<file path="config.mk">
export PLATFORM = sky130hd
export DESIGN_NAME = prog_loader
export DESIGN_NICKNAME = d
export VERILOG_FILES = /design/src/rtl/prog_loader.sv
export SDC_FILE = /design/constraint.sdc
export NUM_CORES = 1
export LEC_CHECK = 0
export ABC_AREA = 0
export ABC_CLOCK_PERIOD_IN_PS = 4900
export CAP_MARGIN = 0
export CORE_ASPECT_RATIO = 2
export CORE_MARGIN = 4
export CORE_UTILIZATION = 30
export CTS_CLUSTER_SIZE = 12
export DETAILED_ROUTE_END_ITERATION = 8
export SYNTH_ARGS = -nofsm -noshare
export SYNTH_HDL_FRONTEND = slang
export SYNTH_SLANG_ARGS = --single-unit
</file>
<file path="constraint.sdc">
create_clock -name CLK -period 4.9 [get_ports CLK]
set_input_delay 0.98 -clock CLK [delete_from_list [all_inputs] [get_ports CLK]]
set_output_delay 0.98 -clock CLK [all_outputs]
set_load 0.02 [all_outputs]
</file>
<file path="src/rtl/prog_loader.sv">
// Serial program loader: receives a framed, checksummed image and writes it into instruction memory.
// Never stalls the byte source; each word write lands one cycle after its low byte is accepted.
module prog_loader #(
   parameter int          ADDR_W     = 8,
   parameter int          START_ADDR = 1,
   parameter logic [7:0]  SYNC       = 8'hA5
) (
   input  logic              CLK,
   input  logic              rst,
   input  logic              rx_valid,
   input  logic [7:0]        rx_data,
   output logic              rx_ready,
   output logic              mem_we,
   output logic [ADDR_W-1:0] mem_addr,
   output logic [15:0]       mem_wdata,
   output logic              cpu_rst,
   output logic              load_done,
   output logic              load_err
);

   localparam int CAP = (1 << ADDR_W) - START_ADDR;

   typedef enum logic [2:0] {
      S_IDLE, S_LEN_H, S_LEN_L, S_DATA_H, S_DATA_L, S_CSUM, S_DONE, S_ERR
   } state_t;

   state_t              state_q, state_d;
   logic [15:0]         len_q, len_d;
   logic [15:0]         idx_q, idx_d;
   logic [7:0]          hi_q, hi_d;
   logic [7:0]          csum_q, csum_d;
   logic                mem_we_q, mem_we_d;
   logic [ADDR_W-1:0]   mem_addr_q, mem_addr_d;
   logic [15:0]         mem_wdata_q, mem_wdata_d;

   logic [15:0]         len_full;
   logic                start;

   assign len_full = {len_q[15:8], rx_data};
   assign start    = rx_valid && (rx_data == SYNC) &&
                     (state_q == S_IDLE || state_q == S_DONE || state_q == S_ERR);

   always_ff @(posedge CLK) begin
      if (rst) begin
         state_q <= S_IDLE;
      end else begin
         state_q <= state_d;
      end
   end

   always_comb begin
      state_d = state_q;
      if (rx_valid) begin
         case (state_q)
            S_IDLE, S_DONE, S_ERR: if (rx_data == SYNC) state_d = S_LEN_H;
            S_LEN_H:  state_d = S_LEN_L;
            S_LEN_L: begin
               if (len_full == 16'd0)
                  state_d = S_CSUM;
               else if ({16'd0, len_full} > 32'(CAP))
                  state_d = S_ERR;
               else
                  state_d = S_DATA_H;
            end
            S_DATA_H: state_d = S_DATA_L;
            S_DATA_L: state_d = (idx_q == len_q - 16'd1) ? S_CSUM : S_DATA_H;
            S_CSUM:   state_d = (rx_data == csum_q) ? S_DONE : S_ERR;
            default:  state_d = S_IDLE;
         endcase
      end
   end

   always_comb begin
      rx_ready  = 1'b1;
      cpu_rst   = (state_q != S_DONE);
      load_done = (state_q == S_DONE);
      load_err  = (state_q == S_ERR);
      mem_we    = mem_we_q;
      mem_addr  = mem_addr_q;
      mem_wdata = mem_wdata_q;
   end

   // Datapath: length, word index, high-byte holding register, running sum, write port.
   always_comb begin
      len_d       = len_q;
      idx_d       = idx_q;
      hi_d        = hi_q;
      csum_d      = csum_q;
      mem_we_d    = 1'b0;
      mem_addr_d  = mem_addr_q;
      mem_wdata_d = mem_wdata_q;
      if (start) begin
         idx_d  = 16'd0;
         csum_d = 8'd0;
      end
      if (rx_valid) begin
         case (state_q)
            S_LEN_H: len_d[15:8] = rx_data;
            S_LEN_L: len_d       = len_full;
            S_DATA_H: begin
               hi_d   = rx_data;
               csum_d = csum_q + rx_data;
            end
            S_DATA_L: begin
               csum_d      = csum_q + rx_data;
               idx_d       = idx_q + 16'd1;
               mem_we_d    = 1'b1;
               mem_addr_d  = ADDR_W'(START_ADDR + 32'(idx_q));
               mem_wdata_d = {hi_q, rx_data};
            end
            default: ;
         endcase
      end
   end

   always_ff @(posedge CLK) begin
      if (rst) begin
         len_q       <= 16'd0;
         idx_q       <= 16'd0;
         hi_q        <= 8'd0;
         csum_q      <= 8'd0;
         mem_we_q    <= 1'b0;
         mem_addr_q  <= '0;
         mem_wdata_q <= 16'd0;
      end else begin
         len_q       <= len_d;
         idx_q       <= idx_d;
         hi_q        <= hi_d;
         csum_q      <= csum_d;
         mem_we_q    <= mem_we_d;
         mem_addr_q  <= mem_addr_d;
         mem_wdata_q <= mem_wdata_d;
      end
   end

endmodule

</file>
-- Word-level counts from Yosys, hierarchy flattened
Index checks and enable logic that the tools add are counted.
- word-level logic and storage cells: 54
- output and inout port bits: 29
- input port bits: 11
- bits in registers: 76
- order comparisons: 1
- reductions and logical operators: 14
- equality and inequality tests: 12
- add/sub/neg operators: 4
- multiplexer cells: 13
- bitwise operators: 1
- operators by type and width (cell ; number):
    $mux 16 ; 3
    $mux 8 ; 3
    $pmux 3 s6 ; 1
    $add 16x1->16 const B ; 1
    $eq 16x16->1 ; 1
    $gt 16x8->1 const B ; 1
    $logic_not 16->1 ; 1
    $sub 16x1->16 const B ; 1
    $eq 3x3->1 const B ; 4
    $mux 3 ; 4
    $reduce_and 2->1 ; 5
    $add 1x8->8 const A ; 1
    $add 8x8->8 ; 1
    $eq 8x8->1 ; 1
    $eq 8x8->1 const B ; 1
    $eq 3x2->1 const B ; 2
    $reduce_or 2->1 ; 2
    $eq 3x1->1 const B ; 1
    $logic_not 3->1 ; 1
    $ne 3x3->1 const B ; 1
    $reduce_or 3->1 ; 1
    $logic_and 1x1->1 ; 2
    $logic_or 1x1->1 ; 2
    $mux 1 ; 2
    2 further kinds ; 2

-- Logic depth before layout (Yosys ltp)
- depth in word-level cells: 7
- mapped depth: 11
- gate-level depth less buffers: 11

-- Worst setup path before layout
Ideal clock, no wire load.
- kind: input to register
- from: in rx_data[1]
- to: reg csum_q[7]
- library setup time: 0.127 ns
- data required time: 4.773 ns
- buffers on the path: 0
- path slack: 2.158 ns
- stages: 9
- data arrival time: 2.615 ns
- cell sequence: ha_1 -> a21o_1 -> a21oi_1 -> o21bai_1 -> a2111oi_0 -> nor3_1 -> xnor2_1 -> o2111ai_1 -> o41ai_1
- cells in the longest elaborated chain, start to end: 6
- elaborated cells on any way between the ends: 7
- those cells by class: add/sub: 1; eq/ne: 1; mux: 3; reduce/logical: 2
- RTL lines (what ; line ; RTL):
    start: declaration ; 11 ; input logic [7:0] rx_data,
    parallel branches: the longest is 5 deep, another holds $add 8x8->8 ; n/a ;
    $mux 8 * ; 96 ; if (rx_valid) begin
    end signal: assignment ; 129 ; csum_q <= csum_d;
    end: declaration ; 31 ; logic [7:0] csum_q, csum_d;
Every way passes the cells marked *.
A chain may end at the register's enable or synchronous reset.

-- Final worst setup path
- from: in rx_data[1]
- to: reg idx_q[10]
- cells in the longest elaborated chain, start to end: 6
- RTL lines (what ; line ; RTL):
    $eq 8x8->1 * ; 40 ; assign start = rx_valid && (rx_data == SYNC) &&
    $logic_and 1x1->1 * (2 in series) ; 40 ;
    $mux 16 * ; 92 ; if (start) begin
    $mux 16 ; 97 ; case (state_q)
    $mux 16 * ; 96 ;
    end signal: assignment ; 127 ; idx_q <= idx_d;
    end: declaration ; 29 ; logic [15:0] idx_q, idx_d;
Every way passes the cells marked *; elsewhere a longest branch is shown, timed or not.

==> flow_summary.toml <==
[status]
status = "finished, final reports clean"

[place]
place.gp.congestion = 0.967
placed_cells_incl_taps = 660
hpwl_mm = 8.23
io_buffers = 38

[route]
dr_total_vias = 3623
first_iter_violations = 175
drtPass1Iterations = 6
postRouteAntennaNets = 0
wl_per_cell_um = 16.5
avgViaCountPerCell = 5.36
drc = 0
finalWirelength_mm = 11.1

[global_route]
grt_pass1_wl_mm = 17.9
grt_remaining_overflow = 0
grtUsageTotal_pct = 15.4
grt_pass1_vias = 3721
grt_max_degree = 73
antenna_found_initial = 0

[clock_network]
cts_setup_buffers = 0
root_buffer = "clkbuf_16"
clockBufferDepth = 2
htreeDepth = 3
numCtsBuffers = 9
clk_pin_slew_ns = 0.07
cts_sinks = 76
cts_resized = 0
cts_tree = "yes"
cts.hold.buffers_added = 0
insertion_delay_ns = 0.34

[die]
die_x_um = 89.1
dieArea_sq_um = 15200
initial_core_util_pct = 30.5
ioPinCount = 40
fp.coreArea_sq_um = 12900
fp-row-count = 59
chipHeight_um = 170

[timing]
tightest_slew_ns = 0.866
rsz0062_at_grt = "false"
tns_ns = 0
relSlewSlack_pct = 42.1
maxSlewViolCount = 0
setup_viol = 0
fin_crit_ns = 3.28
hold_viol_final = 0
fin_crit_sh_pct = 66.9
clock_skew_ns = 0.00557
fmax_mhz = 305

[yosys]
yosys_most_used_dff = "dfxtp_1"
syn_area_sq_um = 3940
syn_nets = 518
syn_inst = 497
async_reset_ff_share_pct = 0
yosys.cell_types.count = 62
ys_ff_latch = 76
synth_edf_count = 0
yosysSeqAreaShare_pct = 38.6
synth_warnings = 0
avgSynthCellArea_sq_um = 7.94

[cells_and_area]
syn_to_final_growth_pct = 20.5
nFillCells = 1322
drive_gt1_share_pct = 6.87
diodes = 0
final_cells = 676
nets = 540
final_util_pct = 36.8

[power_and_ir_drop]
clockPowerShare_pct = 51.7
internal_power_uw = 1040
swShare_pct = 24.1
irDropWorstVdd_mv = 0.293
power_density_nw_per_um2 = 289
switchingPower_uw = 330
p_total_uw = 1370
p_leak_uw = 0.00168
pwr-share-seq_pct = 45.0
power_frac_comb_pct = 3.3

[critical_path]
required_ns = 5.10
critPathLaunch = "rx_data[1]"
end_kind = "flop"
crit_path_max_fanout = 8
r2r_start = "len_q[0]"
worst-setup-path-type = "in2reg"
crit_arrival_ns = 3.48
start_kind = "input port"

[run]
max_cap_violations = 0

[min_path]
hold_path_class = "reg2reg"
holdCritStartpoint = "hi_q[1]"
## flip-flops by register name (all words and copies together), names as in the netlist
name and flops:
idx_q 16, state_q 3, hi_q 8, mem_we 1
len_q 16, mem_addr 8, csum_q 8, mem_wdata 16
## worst max-delay path: stages
cell,delay (ns)
clkdlybuf4s50_1,0.59
nor4_1,0.74
nand4_1,0.47
nand2_1,0.35
o21ai_0,0.13
a21oi_1,0.16
nor2_1,0.05
## power groups by stage
stage	clock network, uW	logic [uW]	registers, uW
after floorplan	0	22.8	632
after global placement	0	43.8	632
after detailed placement	0	44.6	632
after CTS	721	44.6	618
after global routing	754	48.2	617
final	709	44.6	618
## layer usage
layer / share of wire (%) / vias to the layer above / global-route usage (%)
met3: 3.5 / 39 / 2.81
met1: 35 / 1719 / 14.9
li1: - / 1762 / -
met2: 56 / 103 / 28.5
met4: 5.5 / 0 / 9.98
met5: 0 / - / 0
## synthesized netlist by cell type, drive strengths merged (4+ instances only)
cell,count,share of area [%]
clkbuf,28,2.7
xnor2,20,4.4
nand2,83,7.9
buf,4,0.54
dfxtp,76,39
and3,5,0.79
ha,9,2.9
o21ai,10,1.3
a31oi,6,0.95
mux2i,17,4.3
a211oi,6,1.1
xor2,14,3.1
nor3,11,1.6
inv,14,1.3
nor4,8,1.6
nor2,59,5.7
nand4,5,0.79
a21oi,54,6.9
nand3,18,2.3
## final timing paths
check               endpoint  slack (ns)  depth (start not counted)
setup / recovery   idx_q[10]        1.62                          7
hold / removal       hi_q[1]        0.46                          2
setup reg to reg  state_q[2]        2.19                          9
hold reg to reg      hi_q[1]        0.46                          2
## metrics by stage
stage	worst slack [ns]	hold WS [ns]	cell area, sq um
2_1_floorplan	2.16	0.432	3940
3_3_place_gp	1.36	0.447	4440
3_5_place_dp	1.28	0.451	4440
4_1_cts	1.64	0.461	4750
5_1_grt	1.44	0.478	4750
6_report	1.62	0.456	4750
## layout by cell type, fill, tap and decap left out, types with 4 or more instances in the layout
master	netlist	layout
nor4_1	7	7
clkdlybuf4s50_1	0	37
dfxtp_1	76	76
a31oi_1	6	6
xor2_1	14	14
clkbuf_16	0	9
o21ai_1	4	4
a211oi_1	6	6
ha_1	9	9
buf_4	1	5
inv_1	13	13
o21ai_0	6	6
xnor2_1	20	20
nand3_1	18	18
nand4_1	5	5
nor2_1	58	58
a21oi_1	54	54
mux2i_1	17	17
nor3_1	9	9
nand2_1	83	83
and3_1	5	5
## cells by family (layout without fill, tap and decap cells)
logic type | count (synthesis) | in the layout | share of synthesized area [%]
and+or+nand+nor | 212 | 212 | 25.4
AOI/OAI and AO/OA | 99 | 99 | 15.6
DFF | 76 | 76 | 38.6
buffers and inverters | 46 | 73 | 4.54
xor gates and xnor gates | 34 | 34 | 7.55
muxes | 19 | 19 | 4.89
adders and majority gates | 10 | 10 | 3.36
other | 1 | 1 | 0.0951
## area by class of cell
cell class                      count  area (sq um)  area share (%)
Tap cell                          152           190            4.00
Sequential cell                    76          1520            32.0
Clock buffer                        9           225            4.74
Multi-Input combinational cell    375          2260            47.5
Inverter                           14          52.6            1.11
Clock inverter                      7          90.1            1.90
Timing Repair Buffer               43           413            8.69
No activity file was read; power rests on OpenSTA's default activity.
